`src/rtl/scratch_mem_arbiter.sv`:
```
// scratch_mem_arbiter: shares one single-port scratch memory between a histogram (H) and a CDF (C) requester.
// Latency: grant and memory command in the same cycle as the request; read data returns exactly RD_LAT cycles later.
// Backpressure: a requester that is not granted holds its request; a locked H owner blocks C until lock_h drops.
//
// Ports:
//   clock, reset            rising-edge clock, synchronous active-high reset
//   req_h/lock_h/we_h       H request, hold-grant for read-modify-write, write strobe
//   addr_h/wdata_h          H address and write data
//   req_c/addr_c            C read-only request and address
//   gnt_h/gnt_c             access accepted this cycle (never both)
//   rvalid_h/rvalid_c/rdata read return, rdata qualified by the owner's rvalid (0 otherwise)
//   mem_*                   single-port scratch memory with fixed RD_LAT read latency
//   clear_start/clear_busy/clear_done   only when SCRATCH_ARB_CLEAR_EN is defined:
//                           sweeps zeros through every address, one write per cycle
//
// Optional feature macro: SCRATCH_ARB_CLEAR_EN (undefined by default; memory clear engine absent).
module scratch_mem_arbiter #(
    parameter int DATA_W = 16,
    parameter int ADDR_W = 8,
    parameter int RD_LAT = 3
) (
    input  logic              clock,
    input  logic              reset,
    input  logic              req_h,
    input  logic              lock_h,
    input  logic              we_h,
    input  logic [ADDR_W-1:0] addr_h,
    input  logic [DATA_W-1:0] wdata_h,
    input  logic              req_c,
    input  logic [ADDR_W-1:0] addr_c,
    output logic              gnt_h,
    output logic              gnt_c,
    output logic              rvalid_h,
    output logic              rvalid_c,
    output logic [DATA_W-1:0] rdata,
    output logic              mem_en,
    output logic              mem_we,
    output logic [ADDR_W-1:0] mem_addr,
    output logic [DATA_W-1:0] mem_wdata,
`ifdef SCRATCH_ARB_CLEAR_EN
    input  logic              clear_start,
    output logic              clear_busy,
    output logic              clear_done,
`endif
    input  logic [DATA_W-1:0] mem_rdata
);

`ifdef SCRATCH_ARB_CLEAR_EN
    typedef enum logic [1:0] {IDLE, OWN_H, OWN_C, CLEAR} state_t;
`else
    typedef enum logic [1:0] {IDLE, OWN_H, OWN_C} state_t;
`endif

    state_t            state;
    logic              prio_c;      // 1: C wins the next contested cycle
    logic [ADDR_W-1:0] last_addr;   // memory bus holds its last value when idle
    logic [DATA_W-1:0] last_wdata;
    logic [RD_LAT-1:0] sr_vld;      // in-flight read tracker, one stage per cycle of latency
    logic [RD_LAT-1:0] sr_own;      // owner of each in-flight read: 1 = C, 0 = H

    logic              arb_h;
    logic              arb_c;
    logic              hold_h;
    logic              rd_push;
    logic              clr_wr;
    logic [ADDR_W-1:0] clr_addr;

`ifdef SCRATCH_ARB_CLEAR_EN
    logic              clr_pend;    // clear requested while H held the lock
    logic              clr_done_q;
    logic [ADDR_W-1:0] clr_cnt;
    logic              clr_go;

    assign clr_wr     = (state == CLEAR) && !reset;
    assign clr_addr   = clr_cnt;
    // A clear never preempts a locked H sequence; it waits for the lock to drop.
    assign clr_go     = (clear_start || clr_pend) && !hold_h;
    assign clear_busy = clr_wr;
    assign clear_done = clr_done_q && !reset;
`else
    assign clr_wr     = 1'b0;
    assign clr_addr   = '0;
`endif

    // Plain round-robin between the two requesters.
    always_comb begin
        if (req_h && req_c) begin
            arb_h = !prio_c;
            arb_c = prio_c;
        end else begin
            arb_h = req_h;
            arb_c = req_c;
        end
    end

    // Grants: a locked H owner takes every cycle it asks for and shuts C out;
    // on the cycle the lock is seen low, ordinary round-robin already applies.
    always_comb begin
        gnt_h = 1'b0;
        gnt_c = 1'b0;
        if (!reset && !clr_wr) begin
            if (state == OWN_H && lock_h) begin
                gnt_h = req_h;
            end else begin
                gnt_h = arb_h;
                gnt_c = arb_c;
            end
        end
    end

    // H keeps (or takes) ownership for the next cycle.
    assign hold_h  = lock_h && (state == OWN_H || gnt_h);
    assign rd_push = (gnt_h && !we_h) || gnt_c;

    // Memory command. C is read-only, so its cycles leave wdata at its last value.
    always_comb begin
        mem_en    = gnt_h || gnt_c || clr_wr;
        mem_we    = (gnt_h && we_h) || clr_wr;
        mem_addr  = last_addr;
        mem_wdata = last_wdata;
        if (reset) begin
            mem_addr  = '0;
            mem_wdata = '0;
        end else if (clr_wr) begin
            mem_addr  = clr_addr;
            mem_wdata = '0;
        end else if (gnt_h) begin
            mem_addr  = addr_h;
            mem_wdata = wdata_h;
        end else if (gnt_c) begin
            mem_addr  = addr_c;
        end
    end

    // Read return: the oldest stage lines up with the memory's fixed latency.
    assign rvalid_h = !reset && sr_vld[RD_LAT-1] && !sr_own[RD_LAT-1];
    assign rvalid_c = !reset && sr_vld[RD_LAT-1] && sr_own[RD_LAT-1];
    assign rdata    = (rvalid_h || rvalid_c) ? mem_rdata : '0;

    always_ff @(posedge clock) begin
        if (reset) begin
            sr_vld <= '0;
            sr_own <= '0;
        end else begin
            sr_vld[0] <= rd_push;
            sr_own[0] <= gnt_c;
            for (int i = 1; i < RD_LAT; i++) begin
                sr_vld[i] <= sr_vld[i-1];
                sr_own[i] <= sr_own[i-1];
            end
        end
    end

    // Ownership FSM, round-robin pointer and idle bus hold registers.
    always_ff @(posedge clock) begin
        if (reset) begin
            state      <= IDLE;
            prio_c     <= 1'b0;
            last_addr  <= '0;
            last_wdata <= '0;
`ifdef SCRATCH_ARB_CLEAR_EN
            clr_pend   <= 1'b0;
            clr_cnt    <= '0;
            clr_done_q <= 1'b0;
`endif
        end else begin
            if (gnt_h) begin
                prio_c <= 1'b1;
            end else if (gnt_c) begin
                prio_c <= 1'b0;
            end

            if (mem_en) begin
                last_addr  <= mem_addr;
                last_wdata <= mem_wdata;
            end

            if (hold_h) begin
                state <= OWN_H;
            end else if (gnt_c || (state == OWN_C && req_c)) begin
                state <= OWN_C;
            end else begin
                state <= IDLE;
            end

`ifdef SCRATCH_ARB_CLEAR_EN
            // The clear engine overrides the ownership decision above.
            clr_done_q <= 1'b0;
            if (state == CLEAR) begin
                clr_cnt <= clr_cnt + 1'b1;
                if (&clr_cnt) begin
                    state      <= IDLE;
                    clr_done_q <= 1'b1;
                end else begin
                    state <= CLEAR;
                end
            end else if (clr_go) begin
                state    <= CLEAR;
                clr_pend <= 1'b0;
                clr_cnt  <= '0;
            end else if (clear_start) begin
                clr_pend <= 1'b1;
            end
`endif
        end
    end

endmodule

```
`config.mk`:
```
export PLATFORM = sky130hd
export DESIGN_NAME = scratch_mem_arbiter
export DESIGN_NICKNAME = d
export VERILOG_FILES = /design/src/rtl/scratch_mem_arbiter.sv
export SDC_FILE = /design/constraint.sdc
export NUM_CORES = 1
export LEC_CHECK = 0
export CAP_MARGIN = 20
export CORE_ASPECT_RATIO = 2
export CORE_MARGIN = 2
export CORE_UTILIZATION = 38
export DETAILED_ROUTE_END_ITERATION = 6
export PLACE_DENSITY = 0.89
export SLEW_MARGIN = 20
export SYNTH_ARGS = -nofsm -noshare
export SYNTH_HDL_FRONTEND = slang
export SYNTH_SLANG_ARGS = --single-unit
export TNS_END_PERCENT = 10
```
`constraint.sdc`:
```
create_clock -name clock -period 4.85 [get_ports clock]
set_clock_uncertainty 0.1 [all_clocks]
set_input_delay 0.97 -clock clock [delete_from_list [all_inputs] [get_ports clock]]
set_output_delay 0.97 -clock clock [all_outputs]
set_load 0.03 [all_outputs]
```
# [Word-level counts from Yosys, hierarchy flattened]
# Index checks and enable logic that the tools add are counted.
# W data, S select, Z words.
[op_classes] muxes=16 reduce_logical=20 n_eq_ne=2
[ops] op="$mux W16" count=3
[ops] op="$mux W8" count=3
[ops] op="$logic_and A1 B1 Y1" count=9
[ops] op="$mux W1" count=9
[ops] op="$logic_or A1 B1 Y1" count=5
[ops] op="$logic_not A1 Y1" count=4
[ops] op="$eq A2 B1 Y1 const B" count=1
[ops] op="$eq A2 B2 Y1 const B" count=1
[ops] op="$mux W2" count=1
[ops] op="$reduce_bool A2 Y1" count=1
[ops] op="$reduce_or A2 Y1" count=1
[word_totals] wordCells=45 out_inout_bits=46 regBits=33

# [Longest topological paths before layout]
# Gate-level depths: netlist (run 1).
[logic_depth] word_depth=7 mapped_depth=7

# [Worst setup path after synthesis (run 1)]
# OpenSTA, ideal clock, no wires.
[synth_timing] path_type="input to output" start="input port lock_h" end="output port mem_addr[0]" cell_stages=5 slack_ps=1323 path_buffers=2 arrival_ps=2457 path_cell_list="nand3b_4 > a311o_1 > buf_2 > buf_4 > a211oi_1"
[synth_between] elab_chain_cells=6 word_cells_on_any_way=8 cone_classes="mux: 7; reduce/logical: 1"
[synth_lines] element="start: declaration" line_no="25" rtl="input logic lock_h,"
[synth_lines] element="$logic_and A1 B1 Y1 *" line_no="102" rtl="if (state == OWN_H && lock_h) begin"
[synth_lines] element="$mux W1" line_no="102"
[synth_lines] element="$mux W1" line_no="101" rtl="if (!reset && !clr_wr) begin"
[synth_lines] element="$mux W8" line_no="130" rtl="end else if (gnt_c) begin"
[synth_lines] element="$mux W8 *" line_no="127" rtl="end else if (gnt_h) begin"
[synth_lines] element="$mux W8 *" line_no="121" rtl="if (reset) begin"
[synth_lines] element="end: declaration" line_no="38" rtl="output logic [ADDR_W-1:0] mem_addr,"
# Every way passes the cells marked *; elsewhere a longest branch is shown, timed or not.

# [Worst setup path after layout (run 1)]
[layout_timing] start="input port lock_h" end="output port mem_wdata[10]"
[layout_between] elab_chain_cells=5
[layout_lines] element="$logic_and A1 B1 Y1" line_no="102"
[layout_lines] element="$mux W1" line_no="102"
[layout_lines] element="$mux W1" line_no="101"
[layout_lines] element="$mux W16" line_no="127"
[layout_lines] element="$mux W16" line_no="121"
[layout_lines] element="end: declaration" line_no="39" rtl="output logic [DATA_W-1:0] mem_wdata,"
# Every way passes these cells.

==> summary.txt, run 1 <==
CTS
  • H-tree levels: 2
  • CTS-repair resized insts: 0
  • CTS Sinks: 33
  • CTS tree: built
  • Worst-Skew Late Latency: 280 ps
  • Root Driver: clkbuf_8
  • Clock slew at reported path FFs: 70 ps
  • Clk buf depth: 2
  • Post CTS Setup Buffer Count: 0
  • Total CTS buffers: 5
  • Hold buffers post-CTS: 0

Timing
  • Final hold vios: 0
  • FMAX: 221 MHz
  • Setup ws final: 331 ps
  • Relative slew margins: 63.0%
  • Final setup TNS: 0 ps
  • Max-slew violations: 0
  • Hold WS: 338 ps
  • Final setup violation count: 0
  • Min Tclk post-route: 4520 ps
  • Slew @ Worst Pin: 555 ps
  • RSZ-0062 raised after global routing: false
  • Period utilization: 93.2%

Global route
  • Antenna violations before repair: 0
  • Vias in the first global route: 1540
  • Total Routing Usage GR: 19.7%
  • First-pass GRT wire length: 7000 um
  • Largest net degree at the start of global routing: 55
  • Grt ovf: 0

Floorplan
  • Core Rows: 32
  • Die Span Y: 93.3 um
  • Die ar.: 4540 um^2
  • Initial Util: 39.4%
  • Die Wd: 48.6 um
  • # IOs: 100
  • Area of the core: 3840 um^2

Layout
  • Reg area: 661 um^2
  • Fill cell count: 333
  • Total Nets Final: 335
  • Syn-to-layout area delta: 75.5%
  • Multi-input logic area: 758 um^2
  • Share of layout cells above drive strength 1: 6.03%
  • # diodes: 0

Worst setup path
  • Peak per-stage delay on the critical path: 720 ps
  • Worst EP arrival: 3450 ps
  • Worst setup EP type: output pin
  • Worst path most repeated cell: clkdlybuf4s50_1
  • Family with the most delay on the worst path: buffers and inverters
  • Critical-path cell list: clkdlybuf4s50_1, nand3b_4, a311o_2, clkinv_4, nand2_1, a21oi_1, clkdlybuf4s50_1
  • Setup Crit Path Kind: input pin to output pin
  • Slowest stage cell on the critical path: clkdlybuf4s50_1
  • Crit Path Max Fanout: 31
  • Crit path launch type: input pin
  • Crit path buffers/inverters: 3
  • Critical Path RT: 3780 ps

Logic synthesis
  • Asr flop ratio synth: 0%
  • Seq cells post-synth: 33
  • Syn avg cell area: 8.18 um^2
  • Post-synthesis cell area: 1510 um^2
  • Count leader, synth: nand2_1
  • Most used DFF post-synth: dfxtp_1
  • Syn Nets: 239
  • Yosys warning count: 0
  • Yosys top cell by area: dfxtp_1
  • Unique masters post-synth: 21
  • Most common library cells after synthesis: nand2_1 (34), dfxtp_1 (33), a21oi_1 (32), and2_1 (18), a211oi_1 (16)
  • EDFF count, synth: 0
  • Post-synth top area share: 43.6%
  • Syn Inst Count: 185
  • Area contributors post-synth: dfxtp_1 (44%), a21oi_1 (11%), nand2_1 (8.4%), a211oi_1 (7.9%), and2_1 (7.4%)
  • Sequential cell area fraction in the yosys report: 43.6%

Place
  • Dpl ws: 325 ps
  • DP HPWL: 3140 um
  • Port bufs: 99
  • RePlAce Congestion: 0.784

Drt
  • DRC: 0
  • Vias: 1637
  • Pre-Repair DR Iteration Count: 4
  • Routed length per placed instance: 12.4 um
  • Vias/cell: 4.92
  • Final wirelength: 4130 um
  • Routed Antenna Nets: 0
  • Starting DRT DRC Count: 21

Power
  • Peak VDD IR: 0.000226 V
  • Pwr/cell area: 285 nW/um^2
  • Leak: 1.06 nW

Run status
  • Status: complete, no violations

Job
  • Maxcap violations: 0

Min path
  • Hold Crit Class: register to register
per-stage QoR:
step	utilization [%]	cells	cell area [um^2]	power [W]
2_1_floorplan	-	185	1510	0.000380
3_3_place_gp	65.6	325	2520	0.000458
3_5_place_dp	65.6	325	2520	0.000461
4_1_cts	69.1	333	2660	0.000765
5_1_grt	69.1	333	2660	0.000789
6_report	69.1	333	2660	0.000757
per-layer routing:
layer | global-route usage (%) | routed length [um]
met5 | 0 | 0
met3 | 4.63 | 312
met4 | 7.86 | 89
met1 | 19.9 | 1400
met2 | 37.6 | 2320
logic make-up (layout without fill, tap and decap cells):
group	Yosys count	count (layout)	share of synthesized area, %
AOI/OAI and AO/OA	54	54	21.7
buffers and inverters	19	116	6.36
DFF	33	33	43.6
muxes	8	8	5.29
and+or+nand+nor	71	71	23.0
placed cells by master, fill, tap and decap left out, drive strengths merged:
| cell | instances |
|---|---|
| clkbuf | 5 |
| inv | 4 |
| nor2b | 7 |
| dfxtp | 33 |
| nand3b | 1 |
| a311o | 1 |
| a21oi | 32 |
| clkinv | 2 |
| a311oi | 1 |
| bufinv | 2 |
| nor2 | 10 |
| and2 | 18 |
| nand2 | 34 |
| o2111ai | 1 |
| mux2i | 8 |
| and3 | 1 |
| clkdlybuf4s50 | 98 |
| buf | 5 |
| a211oi | 16 |
| o21ai | 3 |
power by group:
part | internal, W | switching, W
sequential | 0.000286 | 0.00000509
clock | 0.000204 | 0.0000986
combinational | 0.0000829 | 0.0000799
total | 0.000573 | 0.000184
state kept, by name (all words and copies together), names as in the netlist:
signal      cells
last_wdata     16
last_addr       8
sr_own          3
sr_vld          3
state           2
prio_c          1
layout make-up:
class | instances | share of cell area [%]
Tap cell | 51 | 2.40
Sequential cell | 33 | 24.9
Clock buffer | 5 | 2.59
Inverter | 5 | 0.895
Multi-Input combinational cell | 133 | 28.5
Clock inverter | 3 | 2.45
Timing Repair Buffer | 103 | 38.2
final timing paths:
check	to	cells past startpoint	start	slack (ps)
max	mem_wdata[10]	7	lock_h	330
min	sr_vld[1]	1	sr_vld[0]	340
max reg2reg	state[1]	5	state[1]	2910
min reg2reg	sr_vld[1]	1	sr_vld[0]	340
Note: power is estimated with default switching activity, not from simulation.
==> inputs of run 2 (changes only) <==
--- a/config.mk
+++ b/config.mk
@@ -11,6 +11,7 @@
 export CORE_UTILIZATION = 38
 export DETAILED_ROUTE_END_ITERATION = 6
 export PLACE_DENSITY = 0.89
+export SETUP_SLACK_MARGIN = 0.3
 export SLEW_MARGIN = 20
 export SYNTH_ARGS = -nofsm -noshare
 export SYNTH_HDL_FRONTEND = slang
==> constraint.sdc (replaced) <==
create_clock -name clock -period 4.85 [get_ports clock]
set_clock_uncertainty 0.1 [all_clocks]
set_input_delay 1.455 -clock clock [delete_from_list [all_inputs] [get_ports clock]]
set_output_delay 1.455 -clock clock [all_outputs]
set_load 0.03 [all_outputs]
==> summary.txt, run 2 (synthesis results as in run 1) <==
Floorplan
  • # IOs: 100 (unchanged)
  • Die Span Y: 93.3 um (unchanged)
  • Die ar.: 4540 um^2 (unchanged)
  • Die Wd: 48.6 um (unchanged)
  • Area of the core: 3840 um^2 (unchanged)
  • Initial Util: 39.4% (unchanged)
  • Core Rows: 32 (unchanged)

Worst setup path
  • Crit Path Max Fanout: 5 (-84%)
  • Critical-path cell list: dlygate4sd2_1, nand3b_4, a311o_2, buf_4, clkinv_2, nand2_1, a21oi_1, buf_4
  • Reg2reg end: state[1]
  • Worst setup EP type: output pin
  • Worst path most repeated cell: buf_4
  • Critical Path RT: 3290 ps (-490 ps)
  • Peak per-stage delay on the critical path: 390 ps (-330 ps)
  • Cell count of the worst reg-to-reg path: 7 (+2)
  • Reg2reg setup slack: 3080 ps (+170 ps)
  • Worst EP arrival: 2940 ps (-510 ps)
  • Setup Crit Path Kind: input pin to output pin
  • Crit path launch type: input pin
  • Family with the most delay on the worst path: buffers and inverters
  • Slowest stage cell on the critical path: a311o_2
  • Worst R2R Start: state[1]
  • Crit path buffers/inverters: 4 (+1)

Place
  • DP HPWL: 3270 um (+4.2%)
  • RePlAce Congestion: 0.823 (+5.0%)
  • Dpl ws: 110 ps (-215 ps)
  • Placed cell count: 329 (+1.2%)
  • Post-DP Area: 2450 um^2 (-2.8%)
  • Port bufs: 99 (unchanged)

Global route
  • Vias in the first global route: 1617 (+5.0%)
  • Largest net degree at the start of global routing: 41 (-25%)
  • Grt ovf: 0 (unchanged)
  • Total Routing Usage GR: 20.2% (+0.53 points)
  • First-pass GRT wire length: 6980 um (-0.30%)
  • Antenna violations before repair: 0 (unchanged)

CTS
  • H-tree levels: 2 (unchanged)
  • Clk buf depth: 2 (unchanged)
  • Root Driver: clkbuf_8
  • Hold buffers post-CTS: 0 (unchanged)
  • Worst-Skew Late Latency: 290 ps (about the same)
  • Clock slew at reported path FFs: 60 ps (about the same)
  • CTS tree: built
  • CTS Sinks: 33 (unchanged)
  • Total CTS buffers: 5 (unchanged)

Drt
  • Starting DRT DRC Count: 15 (-29%)
  • DRC: 0 (unchanged)
  • M1 wire length: 1530 um (+8.8%)
  • Vias: 1705 (+4.2%)
  • Met2 WL: 2640 um (+14%)
  • Max Used Layer: met4
  • Pre-Repair DR Iteration Count: 4 (unchanged)
  • WL met3: 361 um (+16%)
  • Final wirelength: 4660 um (+13%)
  • Routed length per placed instance: 13.5 um (+8.7%)
  • Vias/cell: 4.93 (+0.24%)
  • Routed Antenna Nets: 0 (unchanged)

Timing
  • Slew @ Worst Pin: 397 ps (-158 ps)
  • Min Tclk post-route: 4490 ps (-27.7 ps)
  • Final hold vios: 0 (unchanged)
  • Final setup violation count: 0 (unchanged)
  • Final setup TNS: 0 ps (unchanged)
  • Relative slew margins: 73.5% (+11 points)
  • Setup ws final: 359 ps (+27.7 ps)
  • Max-slew violations: 0 (unchanged)
  • FMAX: 223 MHz (+0.62%)
  • RSZ-0062 raised after global routing: false
  • Period utilization: 92.6% (-0.57 points)

Min path
  • Worst Hold Endpoint: sr_own[2]
  • Hold depth: 1 (unchanged)
  • Hold Crit Class: register to register
  • Min-delay src: sr_own[1]

Power
  • Peak VDD IR: 0.000273 V (+21%)
  • Sequential share of power: 39.8% (+1.3 points)
  • Leak: 1.23 nW (+16%)
  • Gate power share: 23.9% (+2.4 points)
  • Pwr/cell area: 272 nW/um^2 (-4.4%)
  • Clock power share: 36.4% (-3.6 points)
  • Power Internal: 0.000541 W (-5.7%)
  • Switch Pwr: 0.000192 W (+4.7%)
  • Switching part of the total power: 26.2% (+2.0 points)

Layout
  • Syn-to-layout area delta: 77.7%
  • Total Nets Final: 348 (+3.9%)
  • Share of layout cells above drive strength 1: 28.8% (+23 points)
  • Max FFs per register: 16 (unchanged)
  • # diodes: 0 (unchanged)
  • Largest regs: last_wdata (16), last_addr (8)
  • Largest reg by FF count: last_wdata
  • Final non-filler cell total: 346 (+3.9%)
  • Final Util: 70.0% (+0.88 points)
  • Cell area after layout: 2690 um^2 (+1.3%)
  • Commonest non-fill, non-tap cell in the layout: buf_4
  • Commonest non-fill, non-tap cells in the layout: buf_4 (53), clkdlybuf4s50_1 (49), nand2_1 (34)
  • Fill cell count: 319 (-4.2%)

Run status
  • Status: complete, no violations

Job
  • Maxcap violations: 0 (unchanged)
run 2: cell type report:
cell class                 instances  area [um^2]  share of cell area, %
inverter                           5         23.8                  0.884
timing repair buffer             114         1010                   37.6
tap                               51         63.8                   2.37
multi-input combinational        133          801                   29.8
clock buffer                       7         86.3                   3.21
clock inverter                     1         30.0                   1.12
sequential                        33          661                   24.6
timing repair inverter             2         13.8                  0.512
run 2: through the flow:
step | hold slack, ps | total power (W)
after floorplan | 314 | 0.000380
after global placement | 319 | 0.000457
after detailed placement | 328 | 0.000460
after CTS | 343 | 0.000729
after global routing | 362 | 0.000767
final | 335 | 0.000733
run 2: power by group through the flow:
stage	logic, W	registers (W)	clock network, W
after global placement	0.000160	0.000297	0
after CTS	0.000165	0.000291	0.000273
after global routing	0.000187	0.000293	0.000286
after detailed placement	0.000162	0.000297	0
after floorplan	0.0000842	0.000296	0
final	0.000175	0.000291	0.000267
run 2: how the worst max path moves through the flow:
stage / startpoint / end / slack, ps / depth (start not counted)
final: lock_h / mem_wdata[15] / 360 / 8
after global routing: lock_h / mem_addr[5] / 310 / 7
after CTS: req_h / mem_addr[4] / 230 / 6
after detailed placement: lock_h / mem_addr[5] / 110 / 6
after global placement: lock_h / mem_wdata[8] / 140 / 7
after floorplan: lock_h / mem_addr[0] / 350 / 5
run 2: per-layer routing:
metal,track usage [%],vias to the layer above
li1,-,845
met1,16.5,777
met2,39.0,73
met3,8.63,10
met4,10.7,0
met5,0,-
run 2: worst reg2reg max path, stage by stage, from the launching register on:
cell and delay (ps):
dfxtp_1 330, nand3b_4 170, a311o_2 390, buf_4 190, inv_6 90, buf_4 110
o21ai_0 90, and3_1 190
run 2: what timing repair did:
action,4_1_cts,5_1_grt
gates cloned,1,2
resized for setup,6,16
setup endpoints to repair,26,24
pin swaps,1,2
buffers inserted,1,5
